**config.mk**
```make
export PLATFORM = sky130hd
export DESIGN_NAME = iob_iob2axil
export DESIGN_NICKNAME = d
export VERILOG_FILES = /design/src/rtl/iob_iob2axil_pkg.sv /design/src/rtl/iob_iob2axil_reg.sv /design/src/rtl/iob_iob2axil.sv
export SDC_FILE = /design/constraint.sdc
export NUM_CORES = 1
export LEC_CHECK = 0
export ABC_AREA = 1
export BUFFER_PORTS_ARGS = -buffer_cell sky130_fd_sc_hd__buf_4
export CORE_UTILIZATION = 30
export DETAILED_ROUTE_END_ITERATION = 6
export PLACE_DENSITY = 0.58
export SLEW_MARGIN = 5
export SYNTH_ARGS = -nofsm -noshare
export SYNTH_HDL_FRONTEND = slang
export SYNTH_SLANG_ARGS = --single-unit
export TNS_END_PERCENT = 10
```
**constraint.sdc**
```tcl
create_clock -name clk_i -period 2.05 [get_ports clk_i]
set_clock_uncertainty 0.15 [all_clocks]
set_input_delay 0.205 -clock clk_i [delete_from_list [all_inputs] [get_ports clk_i]]
set_output_delay 0.205 -clock clk_i [all_outputs]
set_load 0.01 [all_outputs]
```
**src/rtl/iob_iob2axil_pkg.sv**
```systemverilog
// Shared types for the IOb-to-AXI-Lite bridge: FSM encoding and AXI response codes.
package iob_iob2axil_pkg;

   typedef enum logic [2:0] {
      ST_IDLE   = 3'd0,
      ST_WR     = 3'd1,
      ST_WAIT_B = 3'd2,
      ST_ACK    = 3'd3,
      ST_RD_A   = 3'd4,
      ST_WAIT_R = 3'd5,
      ST_RVAL   = 3'd6
   } state_t;

   localparam logic [1:0] AXI_OKAY   = 2'b00;
   localparam logic [1:0] AXI_SLVERR = 2'b10;
   localparam logic [1:0] AXI_DECERR = 2'b11;

   function automatic logic resp_is_err(input logic [1:0] resp);
      return resp != AXI_OKAY;
   endfunction

endpackage

```
**src/rtl/iob_iob2axil_reg.sv**
```systemverilog
// Enable/reset register primitive: async active-low clear, update when cke and en are both high.
module iob_iob2axil_reg #(
   parameter int W = 1
) (
   input  logic         clk_i,
   input  logic         arst_n_i,
   input  logic         cke_i,
   input  logic         en_i,
   input  logic [W-1:0] d_i,
   output logic [W-1:0] q_o
);

   always_ff @(posedge clk_i or negedge arst_n_i) begin
      if (!arst_n_i) begin
         q_o <= '0;
      end else if (cke_i && en_i) begin
         q_o <= d_i;
      end
   end

endmodule

```
**src/rtl/iob_iob2axil.sv**
```systemverilog
// IOb subordinate to AXI-Lite manager bridge, one transaction in flight at a time.
// Valid/ready: a transfer happens on any clock edge (with cke_i high) where valid and ready are both 1.
module iob_iob2axil
   import iob_iob2axil_pkg::*;
#(
   parameter int ADDR_W = 32,
   parameter int DATA_W = 32
) (
   input  logic                clk_i,
   input  logic                cke_i,
   input  logic                arst_n_i,
   input  logic                iob_valid_i,
   input  logic [ADDR_W-1:0]   iob_addr_i,
   input  logic [DATA_W-1:0]   iob_wdata_i,
   input  logic [DATA_W/8-1:0] iob_wstrb_i,
   output logic                iob_ready_o,
   output logic                iob_rvalid_o,
   output logic [DATA_W-1:0]   iob_rdata_o,
   input  logic                iob_rready_i,
   output logic [ADDR_W-1:0]   axil_awaddr_o,
   output logic                axil_awvalid_o,
   input  logic                axil_awready_i,
   output logic [DATA_W-1:0]   axil_wdata_o,
   output logic [DATA_W/8-1:0] axil_wstrb_o,
   output logic                axil_wvalid_o,
   input  logic                axil_wready_i,
   input  logic [1:0]          axil_bresp_i,
   input  logic                axil_bvalid_i,
   output logic                axil_bready_o,
   output logic [ADDR_W-1:0]   axil_araddr_o,
   output logic                axil_arvalid_o,
   input  logic                axil_arready_i,
   input  logic [DATA_W-1:0]   axil_rdata_i,
   input  logic [1:0]          axil_rresp_i,
   input  logic                axil_rvalid_i,
   output logic                axil_rready_o,
   output logic                resp_err_o,
   output logic [2:0]          dbg_state_o
);

   localparam int STRB_W = DATA_W / 8;

   state_t r_state;
   logic   r_awvalid;
   logic   r_wvalid;
   logic   r_arvalid;
   logic   r_aw_done;
   logic   r_w_done;
   logic   r_rd_ack;
   logic   r_resp_err;

   logic              w_capture;
   logic              w_rdata_en;
   logic              w_aw_hs;
   logic              w_w_hs;
   logic              w_aw_fin;
   logic              w_w_fin;
   logic [ADDR_W-1:0] w_addr;

   assign w_capture  = (r_state == ST_IDLE) && iob_valid_i;
   assign w_rdata_en = (r_state == ST_WAIT_R) && axil_rvalid_i;
   assign w_aw_hs    = r_awvalid && axil_awready_i;
   assign w_w_hs     = r_wvalid && axil_wready_i;
   // A channel counts as finished if it completed earlier or is completing this cycle.
   assign w_aw_fin   = r_aw_done || w_aw_hs;
   assign w_w_fin    = r_w_done || w_w_hs;

   iob_iob2axil_reg #(.W(ADDR_W)) u_addr_reg (
      .clk_i(clk_i), .arst_n_i(arst_n_i), .cke_i(cke_i),
      .en_i(w_capture), .d_i(iob_addr_i), .q_o(w_addr)
   );

   iob_iob2axil_reg #(.W(DATA_W)) u_wdata_reg (
      .clk_i(clk_i), .arst_n_i(arst_n_i), .cke_i(cke_i),
      .en_i(w_capture), .d_i(iob_wdata_i), .q_o(axil_wdata_o)
   );

   iob_iob2axil_reg #(.W(STRB_W)) u_wstrb_reg (
      .clk_i(clk_i), .arst_n_i(arst_n_i), .cke_i(cke_i),
      .en_i(w_capture), .d_i(iob_wstrb_i), .q_o(axil_wstrb_o)
   );

   iob_iob2axil_reg #(.W(DATA_W)) u_rdata_reg (
      .clk_i(clk_i), .arst_n_i(arst_n_i), .cke_i(cke_i),
      .en_i(w_rdata_en), .d_i(axil_rdata_i), .q_o(iob_rdata_o)
   );

   always_ff @(posedge clk_i or negedge arst_n_i) begin
      if (!arst_n_i) begin
         r_state    <= ST_IDLE;
         r_awvalid  <= 1'b0;
         r_wvalid   <= 1'b0;
         r_arvalid  <= 1'b0;
         r_aw_done  <= 1'b0;
         r_w_done   <= 1'b0;
         r_rd_ack   <= 1'b0;
         r_resp_err <= 1'b0;
      end else if (cke_i) begin
         r_rd_ack   <= 1'b0;
         r_resp_err <= 1'b0;
         case (r_state)
            ST_IDLE: begin
               if (iob_valid_i) begin
                  if (|iob_wstrb_i) begin
                     r_state   <= ST_WR;
                     r_awvalid <= 1'b1;
                     r_wvalid  <= 1'b1;
                     r_aw_done <= 1'b0;
                     r_w_done  <= 1'b0;
                  end else begin
                     r_state   <= ST_RD_A;
                     r_arvalid <= 1'b1;
                  end
               end
            end
            ST_WR: begin
               if (w_aw_hs) begin
                  r_awvalid <= 1'b0;
                  r_aw_done <= 1'b1;
               end
               if (w_w_hs) begin
                  r_wvalid <= 1'b0;
                  r_w_done <= 1'b1;
               end
               if (w_aw_fin && w_w_fin) begin
                  r_state <= ST_WAIT_B;
               end
            end
            ST_WAIT_B: begin
               if (axil_bvalid_i) begin
                  r_state    <= ST_ACK;
                  r_resp_err <= resp_is_err(axil_bresp_i);
               end
            end
            ST_ACK: begin
               r_state <= ST_IDLE;
            end
            ST_RD_A: begin
               if (r_arvalid && axil_arready_i) begin
                  r_arvalid <= 1'b0;
                  r_rd_ack  <= 1'b1;
                  r_state   <= ST_WAIT_R;
               end
            end
            ST_WAIT_R: begin
               if (axil_rvalid_i) begin
                  r_state    <= ST_RVAL;
                  r_resp_err <= resp_is_err(axil_rresp_i);
               end
            end
            ST_RVAL: begin
               if (iob_rready_i) begin
                  r_state <= ST_IDLE;
               end
            end
            default: begin
               r_state <= ST_IDLE;
            end
         endcase
      end
   end

   // Reads acknowledge on the pulse after AR; writes acknowledge from the ACK state.
   assign iob_ready_o    = (r_state == ST_ACK) || r_rd_ack;
   assign iob_rvalid_o   = (r_state == ST_RVAL);
   assign axil_bready_o  = (r_state == ST_WAIT_B);
   assign axil_rready_o  = (r_state == ST_WAIT_R);
   assign axil_awvalid_o = r_awvalid;
   assign axil_wvalid_o  = r_wvalid;
   assign axil_arvalid_o = r_arvalid;
   assign axil_awaddr_o  = w_addr;
   assign axil_araddr_o  = w_addr;
   assign resp_err_o     = r_resp_err;
   assign dbg_state_o    = r_state;

endmodule

```
==> reports/results.ini, run 1 <==
[worst_setup_path]
crit_family=flip-flops
cp_slowest_cell=dfrtp_1
crit_type=flop to primary output
start_kind=flop
critPathBufInv=2
required_ns=1.69
crit_chain=inv_1, o31ai_1, buf_4
worstPathArrival_ns=1.46
critPathMaxStageDelay_ns=0.59
end_kind=primary output
cp_max_fo=10

[clocking]
cts_tree=built
cts-resized-gates=0
clk_pin_slew_ns=0.07
cts_buffers=9
numClockSinks=110
cts_max_path_buffers=2
clockRootBuffer=clkbuf_16
htree_num_levels=3
worstSkewPairLatency_ns=0.34

[synth]
ys_seq_area_share_pct=56.70
netlist.area_leader.share_pct=56.70
syn-num-nets=678
yosys.area.top_type=dfrtp_1
synth_cells=564
netlist_area_mm2=0.004855
ys_types=21
synthTopCellsByArea=dfrtp_1, nand2_1, inv_1
synth-seq-cells=110
ys.warnings.count=0
syn_area_per_cell_um2=8.608

[final_layout]
syn_to_final_growth_pct=65.44
nets=993
fin_cells=1100
antenna_cells=0
final_cell_mix=buf_4, nand2_1, dfrtp_1
layout_commonest_cell=buf_4
n_fill_cell=1516
final_layout_size_suffix_gt1_share_pct=32.24
finalInstanceArea_mm2=0.008031

[floorplanning]
dieHeight_um=129.2
io_pins=257
start_util_pct=30.67
core_mm2=0.01583
std_cell_rows=46
die_area_mm2=0.01670
die_w_um=129.2

[timing]
timing.final.crit_share_pct=88.43
timing.slew.headroom_pct=69.71
rsz0062_at_grt=no
max_freq_ghz=0.5516
drv_slew=0
final-setup-viol-count=0
final.min_clock_period_ns=1.813
tns_ns=0
tightest_slew_ns=0.4543
final_hold_viol_count=0

[pwr]
irDropWorstVdd_v=0.0005085
leakage_nw=4.430
power_density_mw_per_mm2=1289

[route]
first_iter_violations=188
route.antenna.remaining_nets=0
routedWlPerCell_um=12.49
vias=4620
routed_wl_um=13740
routed_via_density=4.200
firstDrtPassIters=4
drc=0

[global_routing]
groute.usage.overall_pct=16.24
grt_pass1_wl_um=21270
antenna_found_initial=0
grt-ovfl-total=0
grt_max_degree=79
grt_pass1_vias=4389

[placement]
placed_area_mm2=0.006749
dp_cells=985
place_hpwl_um=9311
gp_congestion=0.8235
portBuffers=256

[min_path]
hold_path_class=input port to flop

[run]
max_cap_viol_count=0

[run_status]
status=completed

==> Yosys cell counts (all sizes together) <==
cell type  instances
nand2            170
dfrtp            110
inv               84
o21ai             72
buf               49
nand3             45
nor2              16
clkbuf             9
a21oi              3
nand4              3
o211ai             1
o22ai              1
o31ai              1
==> path summary, 6_finish.rpt <==
path	slack (ns)	from	end	depth (start not counted)
setup / recovery	0.24	dbg_state_o[1]$_DFFE_PN0P_	iob_ready_o	3
hold / removal	0.01	iob_wstrb_i[3]	u_wstrb_reg.q_o[3]$_DFFE_PN0P_	3
setup reg to reg	0.35	dbg_state_o[0]$_DFFE_PN0P_	u_rdata_reg.q_o[8]$_DFFE_PN0P_	7
hold reg to reg	0.32	u_rdata_reg.q_o[18]$_DFFE_PN0P_	u_rdata_reg.q_o[18]$_DFFE_PN0P_	2
max in group asynchronous	0.96	arst_n_i	u_wstrb_reg.q_o[1]$_DFFE_PN0P_	3
min in group asynchronous	0.20	arst_n_i	u_rdata_reg.q_o[23]$_DFFE_PN0P_	2
==> sequential cells by signal (all words and copies together) (netlist names) <==
register / count
axil_arvalid_o: 1
axil_awvalid_o: 1
axil_wvalid_o: 1
dbg_state_o: 3
r_aw_done: 1
r_rd_ack: 1
r_w_done: 1
resp_err_o: 1
u_addr_reg.q_o: 32
u_rdata_reg.q_o: 32
u_wdata_reg.q_o: 32
u_wstrb_reg.q_o: 4
==> stage by stage <==
| stage | power (mW) | util (%) | worst slack (ns) | hold WS [ns] |
|---|---|---|---|---|
| finish | 10.35 | 50.74 | 0.2371 | 0.01437 |
| detailed placement | 8.511 | 42.64 | 0.3552 | 0.04287 |
| global placement | 8.457 | 42.64 | 0.3599 | 0.04133 |
| global route | 11.16 | 50.74 | 0.1139 | 0.02541 |
| floorplan | 6.253 | - | 0.5204 | -0.2406 |
| CTS | 10.47 | 50.74 | 0.2198 | 0.005014 |
==> worst min-delay path: stages <==
cell and delay, ns:
buf_4 0.07, inv_1 0.05, o21ai_0 0.14
==> repair_timing <==
action | CTS | global route
setup endpoints to repair | 0 | 0
hold buffers | 99 | 0
endpoints found under the hold margin | 129 | 0
buffers inserted | 0 | 0
==> report_power, final <==
part	total, mW	switching (mW)	internal [mW]
registers	3.90	0.723	3.17
clock network	1.75	0.800	0.953
logic	4.70	2.29	2.41
total	10.3	3.81	6.54
==> per-layer routing <==
layer  GRT usage, %  part of all wire [%]
met1          20.03                    44
met2          28.02                    50
met3          2.684                   4.2
met4          7.059                   2.2
met5              0                     0
==> final cells by class <==
cell class	count	area, µm²	share of cell area [%]
Clock buffer	11	232.7	2.898
Clock inverter	5	58.81	0.7322
Inverter	84	315.3	3.926
Multi-Input combinational cell	312	1386	17.26
Sequential cell	110	2753	34.27
Tap cell	216	270.3	3.365
Timing Repair Buffer	362	3015	37.54
==> cell families after synthesis <==
kind of cell / Yosys count / share of synthesized area, %
flip-flops: 110 / 56.70
AO/OA/AOI/OAI: 78 / 8.170
AND/OR/NAND/NOR: 234 / 20.39
buffers and inverters: 142 / 14.74
No activity file was read; power rests on OpenSTA's default activity.
==> run 2: changes to the inputs <==
RECOVER_POWER = 25   (was not set)
clock period = 2.2 ns   (was 2.05 ns; I/O delays follow)
==> reports/results.ini, run 2 (synthesis gave the netlist of run 1 again) <==
[clocking]
worstSkewPairLatency_ns=0.34
numClockSinks=110
clk_pin_slew_ns=0.07
cts_tree=built
clockRootBuffer=clkbuf_16
postCtsSetupRepairBufs=0
htree_num_levels=3
cts_max_path_buffers=2
cts_buffers=9

[placement]
portBuffers=256
placed_area_mm2=0.006716
gp_congestion=0.8712
post-place-ws_ns=0.3222
place_hpwl_um=9520

[pwr]
power_density_mw_per_mm2=1211
p_sw_share_pct=36.78
intPower_mw=6.090
power_frac_comb_pct=45.3
irDropWorstVdd_v=0.0004338
clock_power_share_pct=16.9
leakage_nw=4.401
seqPwrFrac_pct=37.8
switchingPower_mw=3.543

[worst_setup_path]
crit_chain=inv_1, o31ai_1, buf_4
crit_family=flip-flops
end_kind=primary output
critPathMaxStageDelay_ns=0.58
worst_r2r_endpoint=u_rdata_reg.q_o[22]$_DFFE_PN0P_
crit_type=flop to primary output
worstPathArrival_ns=1.47
start_kind=flop
r2r_cells=6
cp_max_fo=10
r2r_setup_slack_ns=0.36
r2r-start=dbg_state_o[1]$_DFFE_PN0P_
required_ns=1.83
critPathBufInv=2
cp_slowest_cell=dfrtp_1

[route]
route.antenna.remaining_nets=0
routed_via_density=4.194
vias=4592
first_iter_violations=191
routed_wl_um=13840
routedWlPerCell_um=12.64
firstDrtPassIters=4
drc=0

[timing]
finalWorstSetupSlack_ns=0.3563
final-setup-viol-count=0
max_freq_ghz=0.5424
timing.slew.headroom_pct=23.66
timing.final.crit_share_pct=83.80
final_hold_viol_count=0
rsz0062_at_grt=no
final.min_clock_period_ns=1.844
drv_slew=0
tns_ns=0
tightest_slew_ns=1.145

[global_routing]
groute.usage.overall_pct=16.33
grt_max_degree=87
antenna_found_initial=0
grt_pass1_wl_um=21370
grt-ovfl-total=0
grt_pass1_vias=4274

[final_layout]
antenna_cells=0
layout_commonest_cell=buf_4
final_layout_size_suffix_gt1_share_pct=32.31
finalInstanceArea_mm2=0.007953
syn_to_final_growth_pct=63.81
reg_top3=u_addr_reg.q_o x32, u_rdata_reg.q_o x32, u_wdata_reg.q_o x32
nets=989
final_cell_mix=buf_4, nand2_1, dfrtp_1

[min_path]
hold_path_depth=3
min_from=iob_wdata_i[7]
hold_path_class=input port to flop
holdPathEnd=u_wdata_reg.q_o[7]$_DFFE_PN0P_

[floorplanning]
start_util_pct=30.67
io_pins=257
die_w_um=129.2
dieHeight_um=129.2
std_cell_rows=46
core_mm2=0.01583
die_area_mm2=0.01670

[run_status]
status=completed

[run]
max_cap_viol_count=0

==> run 2: cell types whose count changed in the layout (fill, tap and decap cells not counted), sizes merged <==
cell | previous run | this run
dlygate4sd3 | 99 | 96
clkinv | 1 | 2
clkbuf | 11 | 14
inv | 85 | 84
clkinvlp | 2 | 1
buf | 263 | 259
==> run 2: how the worst max path moves through the flow <==
stage | from | end | depth (start not counted)
floorplan | dbg_state_o[1]$_DFFE_PN0P_ | u_addr_reg.q_o[23]$_DFFE_PN0P_ | 7
global placement | dbg_state_o[1]$_DFFE_PN0P_ | u_rdata_reg.q_o[31]$_DFFE_PN0P_ | 6
detailed placement | dbg_state_o[1]$_DFFE_PN0P_ | u_rdata_reg.q_o[5]$_DFFE_PN0P_ | 6
CTS | dbg_state_o[1]$_DFFE_PN0P_ | u_rdata_reg.q_o[22]$_DFFE_PN0P_ | 6
global route | dbg_state_o[1]$_DFFE_PN0P_ | u_rdata_reg.q_o[25]$_DFFE_PN0P_ | 6
finish | dbg_state_o[1]$_DFFE_PN0P_ | iob_ready_o | 3
==> run 2: metrics by stage <==
stage | total power [mW] | hold WS (ns) | utilization, % | instances
after floorplan | 5.827 | -0.2256 | - | 564
after CTS | 9.736 | 0.0009303 | 50.34 | 1095
after detailed placement | 7.932 | 0.1093 | 42.43 | 984
final | 9.633 | 0.007836 | 50.25 | 1095
after global placement | 7.855 | 0.1096 | 42.43 | 984
after global routing | 10.36 | 0.01306 | 50.25 | 1095
==> run 2: final cells by class <==
| type | count | area [µm²] |
|---|---|---|
| fill | 1514 | 7875 |
| timing repair buffer | 358 | 2938 |
| sequential | 110 | 2753 |
| multi-input combinational | 312 | 1386 |
| inverter | 84 | 315.3 |
| tap | 216 | 270.3 |
| clock buffer | 11 | 242.7 |
| clock inverter | 4 | 47.55 |
==> run 2: routing by layer <==
layer	global-route usage (%)	part of all wire, %
met5	0	0
met4	7.751	2.8
met3	2.642	5.0
met2	27.96	51
met1	20.10	42
==> run 2: power by group through the flow <==
stage / logic, mW / clock network, mW / registers [mW]
after CTS: 4.41 / 1.69 / 3.64
after global routing: 4.82 / 1.77 / 3.77
after floorplan: 1.85 / 0 / 3.98
after global placement: 4.20 / 0 / 3.65
final: 4.36 / 1.62 / 3.64
after detailed placement: 4.27 / 0 / 3.66
==> run 2: what timing repair did <==
| item | 4_1_cts | 5_1_grt |
|---|---|---|
| hold buffers | 96 | 0 |
| resized for setup | 0 | 0 |
| setup endpoints to repair | 0 | 0 |
| hold endpoints to repair | 205 | 0 |
==> run 2: worst min-delay path: cells and delay by family <==
family / cells / cell delay [ns]
AO/OA/AOI/OAI: 1 / 0.08
buffers and inverters: 2 / 0.14
